<file path="src/rtl/uart_pkg.sv">
// rtl/uart_pkg.sv - shared UART state type and framing constants
package uart_pkg;

    typedef enum logic [1:0] {
        IDLE  = 2'd0,
        START = 2'd1,
        DATA  = 2'd2,
        STOP  = 2'd3
    } uart_state_t;

    localparam int DATA_BITS            = 8;
    localparam int DEFAULT_CLKS_PER_BIT = 434;

endpackage

</file>
<file path="src/rtl/uart_rx_fifo.sv">
// rtl/uart_rx_fifo.sv - show-ahead receive FIFO with simultaneous push/pop at any occupancy
module uart_rx_fifo #(
    parameter int DEPTH = 4,
    parameter int WIDTH = 8
) (
    input  logic                     clk,
    input  logic                     rst_n,
    input  logic                     push,
    input  logic                     pop,
    input  logic [WIDTH-1:0]         din,
    output logic [WIDTH-1:0]         dout,
    output logic [$clog2(DEPTH):0]   count,
    output logic                     full,
    output logic                     empty
);

    localparam int PW = $clog2(DEPTH);

    logic [WIDTH-1:0] mem [DEPTH];
    logic [PW-1:0]    wr_ptr;
    logic [PW-1:0]    rd_ptr;
    logic             do_push;
    logic             do_pop;

    // A pop frees the slot the same-cycle push needs, so full + pop still accepts.
    assign do_pop  = pop & ~empty;
    assign do_push = push & (~full | do_pop);

    always_ff @(posedge clk or negedge rst_n) begin
        if (!rst_n) begin
            wr_ptr <= '0;
            rd_ptr <= '0;
            count  <= '0;
            for (int i = 0; i < DEPTH; i++) begin
                mem[i] <= '0;
            end
        end else begin
            if (do_push) begin
                mem[wr_ptr] <= din;
                wr_ptr      <= wr_ptr + PW'(1);
            end
            if (do_pop) begin
                rd_ptr <= rd_ptr + PW'(1);
            end
            case ({do_push, do_pop})
                2'b10:   count <= count + (PW+1)'(1);
                2'b01:   count <= count - (PW+1)'(1);
                default: count <= count;
            endcase
        end
    end

    assign dout  = mem[rd_ptr];
    assign full  = (count == (PW+1)'(DEPTH));
    assign empty = (count == '0);

endmodule

</file>
<file path="src/rtl/uart_rx.sv">
// rtl/uart_rx.sv - 8N1 UART receiver with synchronizer, sampling FSM, FIFO and sticky errors
module uart_rx
    import uart_pkg::*;
#(
    parameter int CLKS_PER_BIT = DEFAULT_CLKS_PER_BIT,
    parameter int FIFO_DEPTH   = 4
) (
    input  logic                          CLK,
    input  logic                          RST,
    input  logic                          uartRxPin,
    input  logic                          rdEn,
    input  logic                          clrErr,
    output logic [7:0]                    rxData,
    output logic                          rxEmpty,
    output logic                          rxFull,
    output logic [$clog2(FIFO_DEPTH):0]   rxCount,
    output logic                          overrunErr,
    output logic                          frameErr,
    output logic                          rxBusy
);

    localparam int CW = $clog2(CLKS_PER_BIT);
    localparam int BW = $clog2(DATA_BITS);
    localparam logic [CW-1:0] HALF_TC = CW'(CLKS_PER_BIT / 2 - 1);
    localparam logic [CW-1:0] FULL_TC = CW'(CLKS_PER_BIT - 1);
    localparam logic [BW-1:0] LAST_BIT = BW'(DATA_BITS - 1);

    logic [1:0]           rst_q;
    logic                 rst_n;
    logic                 rx_meta;
    logic                 rx_s;
    logic [1:0]           warm_q;
    logic                 line_high;
    uart_state_t          state;
    logic [CW-1:0]        cnt;
    logic [BW-1:0]        bit_idx;
    logic [DATA_BITS-1:0] shreg;
    logic                 stop_tick;
    logic                 push;
    logic                 frame_evt;
    logic                 overrun_evt;

    // Reset asserts immediately but releases on a clock edge.
    always_ff @(posedge CLK or negedge RST) begin
        if (!RST) rst_q <= 2'b00;
        else      rst_q <= {rst_q[0], 1'b1};
    end
    assign rst_n = rst_q[1];

    // warm_q marks when rx_s holds a real pin sample rather than its reset value.
    always_ff @(posedge CLK or negedge rst_n) begin
        if (!rst_n) begin
            rx_meta <= 1'b1;
            rx_s    <= 1'b1;
            warm_q  <= 2'b00;
        end else begin
            rx_meta <= uartRxPin;
            rx_s    <= rx_meta;
            warm_q  <= {warm_q[0], 1'b1};
        end
    end

    // line_high arms start detection; cleared by a start or a low stop bit.
    always_ff @(posedge CLK or negedge rst_n) begin
        if (!rst_n) begin
            state     <= IDLE;
            cnt       <= '0;
            bit_idx   <= '0;
            shreg     <= '0;
            line_high <= 1'b0;
        end else begin
            case (state)
                IDLE: begin
                    if (line_high && !rx_s) begin
                        state     <= START;
                        cnt       <= '0;
                        bit_idx   <= '0;
                        line_high <= 1'b0;
                    end else if (warm_q[1] && rx_s) begin
                        line_high <= 1'b1;
                    end
                end
                START: begin
                    if (cnt == HALF_TC) begin
                        cnt       <= '0;
                        state     <= rx_s ? IDLE : DATA;
                        line_high <= rx_s;
                    end else begin
                        cnt <= cnt + CW'(1);
                    end
                end
                DATA: begin
                    if (cnt == FULL_TC) begin
                        cnt     <= '0;
                        shreg   <= {rx_s, shreg[DATA_BITS-1:1]};
                        bit_idx <= bit_idx + BW'(1);
                        if (bit_idx == LAST_BIT) state <= STOP;
                    end else begin
                        cnt <= cnt + CW'(1);
                    end
                end
                STOP: begin
                    if (cnt == FULL_TC) begin
                        cnt       <= '0;
                        state     <= IDLE;
                        line_high <= rx_s;
                    end else begin
                        cnt <= cnt + CW'(1);
                    end
                end
                default: state <= IDLE;
            endcase
        end
    end

    assign stop_tick   = (state == STOP) && (cnt == FULL_TC);
    assign push        = stop_tick & rx_s;
    assign frame_evt   = stop_tick & ~rx_s;
    assign overrun_evt = push & rxFull & ~rdEn;

    always_ff @(posedge CLK or negedge rst_n) begin
        if (!rst_n) begin
            overrunErr <= 1'b0;
            frameErr   <= 1'b0;
        end else begin
            overrunErr <= overrun_evt | (overrunErr & ~clrErr);
            frameErr   <= frame_evt   | (frameErr   & ~clrErr);
        end
    end

    assign rxBusy = (state != IDLE);

    uart_rx_fifo #(
        .DEPTH (FIFO_DEPTH),
        .WIDTH (DATA_BITS)
    ) u_fifo (
        .clk   (CLK),
        .rst_n (rst_n),
        .push  (push),
        .pop   (rdEn),
        .din   (shreg),
        .dout  (rxData),
        .count (rxCount),
        .full  (rxFull),
        .empty (rxEmpty)
    );

endmodule

</file>
<file path="config.mk">
export PLATFORM = sky130hd
export DESIGN_NAME = uart_rx
export DESIGN_NICKNAME = d
export VERILOG_FILES = /design/src/rtl/uart_pkg.sv /design/src/rtl/uart_rx_fifo.sv /design/src/rtl/uart_rx.sv
export SDC_FILE = /design/constraint.sdc
export NUM_CORES = 1
export LEC_CHECK = 0
export BUFFER_PORTS_ARGS = -buffer_cell sky130_fd_sc_hd__buf_2
export CORE_MARGIN = 8
export CORE_UTILIZATION = 35
export CTS_CLUSTER_DIAMETER = 200
export DETAILED_ROUTE_END_ITERATION = 16
export GPL_TIMING_DRIVEN = 1
export SLEW_MARGIN = 30
export SYNTH_ARGS = -nofsm -noshare
export SYNTH_HDL_FRONTEND = slang
export SYNTH_SLANG_ARGS = --single-unit
</file>
<file path="constraint.sdc">
create_clock -name CLK -period 5 [get_ports CLK]
set_input_delay 1.25 -clock CLK [delete_from_list [all_inputs] [get_ports CLK]]
set_output_delay 1.25 -clock CLK [all_outputs]
set_load 0.02 [all_outputs]
</file>
==> flow_summary.json <==
{
  "final_nets": 298,
  "outcome": "finished clean",
  "htree_levels": 3,
  "clk_latency_ns": 0.35,
  "vdd_drop_max_mv": 0.185,
  "initial_utilization_pct": 35.6,
  "worstRegToRegCells": 9,
  "final-max-slew-violation-count": 0,
  "place_area_mm2": 0.00365,
  "slowest_delay_ns": 0.75,
  "r2r_slack_ns": 2.59,
  "die-area_mm2": 0.0133,
  "max_freq_ghz": 0.320,
  "ys_seq_area_share_pct": 50.9,
  "placeableCoreArea_mm2": 0.00968,
  "avgSynthCellArea_um2": 13.3,
  "portBuffers": 20,
  "critPathCaptureType": "output pin",
  "place_inst": 404,
  "multiInputGateArea_mm2": 0.00157,
  "finalWirelength_um": 6430,
  "drtAntennaViolNets": 0,
  "ctsHoldBuffers": 0,
  "grt_pass1_vias": 2213,
  "ys_warn_count": 0,
  "hold_class": "register to register",
  "vias": 2022,
  "regArea_mm2": 0.00176,
  "cts.reportedPaths.clkPinSlew_ns": 0.08,
  "finalCriticalPeriod_ns": 3.13,
  "num-fill-cells": 941,
  "wl_per_cell_um": 15.3,
  "drt_iter0_markers": 70,
  "n_antenna_cell": 0,
  "critical_path_required_ns": 3.75,
  "cp.arrival_ns": 1.88,
  "start_kind": "register",
  "drt_pass1_iterations": 4,
  "synthFlopType": "dfrtp_1",
  "grt_pass1_wl_um": 11300,
  "synth_edf_count": 0,
  "grt_start_max_net_pins": 69,
  "hold_viol": 0,
  "cts-root-buf": "clkbuf_8",
  "grt_usage_pct": 11.0,
  "die_y_um": 115,
  "crit_path_top_delay_cell": "dfrtp_1",
  "rows": 36,
  "cp-startpoint": "u_fifo.rd_ptr[0]",
  "ios": 21,
  "ctsResizeCount": 0,
  "fin_cells": 420,
  "cts_buffers": 9,
  "cts.path.max_buffers": 2,
  "skew_ns": 0.0113,
  "slew-limit-headroom_pct": 44.1,
  "dpl.hpwl_um": 4320,
  "die_x_um": 115,
  "worst_pin_slew_ns": 0.839,
  "setup_viol": 0,
  "drive_above_1_share_pct": 32.4,
  "synth-seq-cells": 70,
  "tritoncts": "yes",
  "crit_fanout": 10,
  "leakage_uw": 0.00181,
  "worstSetupEndpoint": "rxData[7]",
  "via_per_inst": 4.81,
  "pwr_density_cell_mw_per_mm2": 358,
  "fin_crit_sh_pct": 62.6,
  "netlist_instances": 259,
  "grt_overflow": 0,
  "rsz0062_at_grt": "no",
  "place_congestion": 0.799,
  "syn_area_mm2": 0.00344,
  "setup_tns_ns": 0,
  "yosysUniqueCellTypes": 50,
  "cts_setup_buffers": 0,
  "crit_chain": "mux4_2 -> buf_2",
  "syn2layout_area_growth_pct": 11.0,
  "route.detailed.drc": 0,
  "drv_cap": 0,
  "reg2reg_to": "u_fifo.count[1]",
  "final_cell_area_mm2": 0.00382,
  "cts.sinks": 70,
  "timing_worst_setup_path_type": "register to output pin",
  "antenna_found_initial": 0,
  "reg2reg_from": "cnt[1]",
  "async_flop_share_pct": 100,
  "whs_ns": 0.354
}
power breakdown:
group	internal [uW]	switching, uW	total (uW)
clock	194	219	413
sequential	616	104	720
combinational	119	118	238
total	929	442	1370
Yosys cell counts, types with 2 or more instances:
| master | count | area, um2 |
|---|---|---|
| mux4_2 | 8 | 180 |
| mux2_4 | 33 | 495 |
| nor3_1 | 5 | 25.0 |
| a21oi_1 | 3 | 15.0 |
| dfstp_2 | 2 | 52.6 |
| and3_1 | 5 | 31.3 |
| xnor2_1 | 4 | 35.0 |
| nor2_1 | 7 | 26.3 |
| ha_1 | 10 | 125 |
| nand2_1 | 18 | 67.6 |
| dfrtp_1 | 68 | 1700 |
| nand2b_1 | 2 | 12.5 |
| and2_1 | 2 | 12.5 |
| xor2_1 | 3 | 26.3 |
| nand3_1 | 9 | 45.0 |
| and2b_1 | 2 | 15.0 |
| buf_2 | 4 | 20.0 |
| o22ai_1 | 5 | 31.3 |
| mux2_2 | 7 | 78.8 |
| inv_1 | 14 | 52.6 |
| a41o_1 | 2 | 20.0 |
| nor2b_1 | 4 | 25.0 |
| o21ai_0 | 11 | 55.1 |
| buf_6 | 4 | 45.0 |
| and4bb_2 | 2 | 25.0 |
flip-flops by register name, indices dropped and copies added, names as in the netlist, 2 cells and up, named ones only:
| register | flops |
|---|---|
| u_fifo.mem | 32 |
| cnt | 9 |
| shreg | 8 |
| bit_idx | 3 |
| u_fifo.count | 3 |
| rst_q | 2 |
| u_fifo.rd_ptr | 2 |
| u_fifo.wr_ptr | 2 |
| warm_q | 2 |
metrics by stage:
stage | util [%] | power (uW) | setup WS [ns]
final | 39.5 | 1370 | 1.87
after global routing | 39.5 | 1470 | 1.72
after CTS | 39.5 | 1400 | 1.82
after detailed placement | 37.7 | 975 | 1.78
after global placement | 37.7 | 963 | 1.83
after floorplan | - | 900 | 2.01
cells in the final DEF, fill, tap and decap left out, types with 7 or more instances in the layout:
master	n
nor2_1	7
mux4_2	8
buf_2	20
dfrtp_1	67
o21ai_0	11
clkbuf_8	10
nand3_1	9
mux2_2	7
inv_1	14
ha_1	10
mux2_4	33
nand2_1	18
layout make-up:
class	count	area share [%]
Sequential cell	70	45.9
Multi-Input combinational cell	166	40.9
Tap cell	133	4.35
Clock buffer	11	3.70
Timing Repair Buffer	21	2.81
Inverter	14	1.37
Clock inverter	5	0.916
cell families after synthesis:
group	after synthesis	share of synthesized area, %
and+or+nand+nor	67	11.3
other	1	0.109
xor gates and xnor gates	7	1.78
AOI/OAI and AO/OA	30	5.70
adders and majority gates	11	4.21
buffers and inverters	24	3.74
DFF	70	50.9
muxes	49	22.2
metal layers:
| layer | routed length (um) | track usage (%) |
|---|---|---|
| met4 | 51 | 2.89 |
| met1 | 3090 | 13.5 |
| met2 | 3010 | 17.5 |
| met3 | 268 | 4.62 |
| met5 | 0 | 0 |
how the worst min path moves through the flow:
stage / from / endpoint / slack, ns / depth (start not counted)
floorplan: rst_q[0] / rst_q[1] / 0.33 / 0
detailed placement: warm_q[0] / warm_q[1] / 0.34 / 0
global placement: warm_q[0] / warm_q[1] / 0.33 / 0
CTS: warm_q[0] / warm_q[1] / 0.36 / 0
finish: warm_q[0] / warm_q[1] / 0.35 / 0
global route: rx_meta / rx_s / 0.36 / 0
worst max-delay path: cells and delay by family (launching register included):
| family | cells | cell delay, ns |
|---|---|---|
| DFF | 1 | 0.75 |
| buffers and inverters | 1 | 0.18 |
| muxes | 1 | 0.61 |
Power figures use the tool's default switching activity.
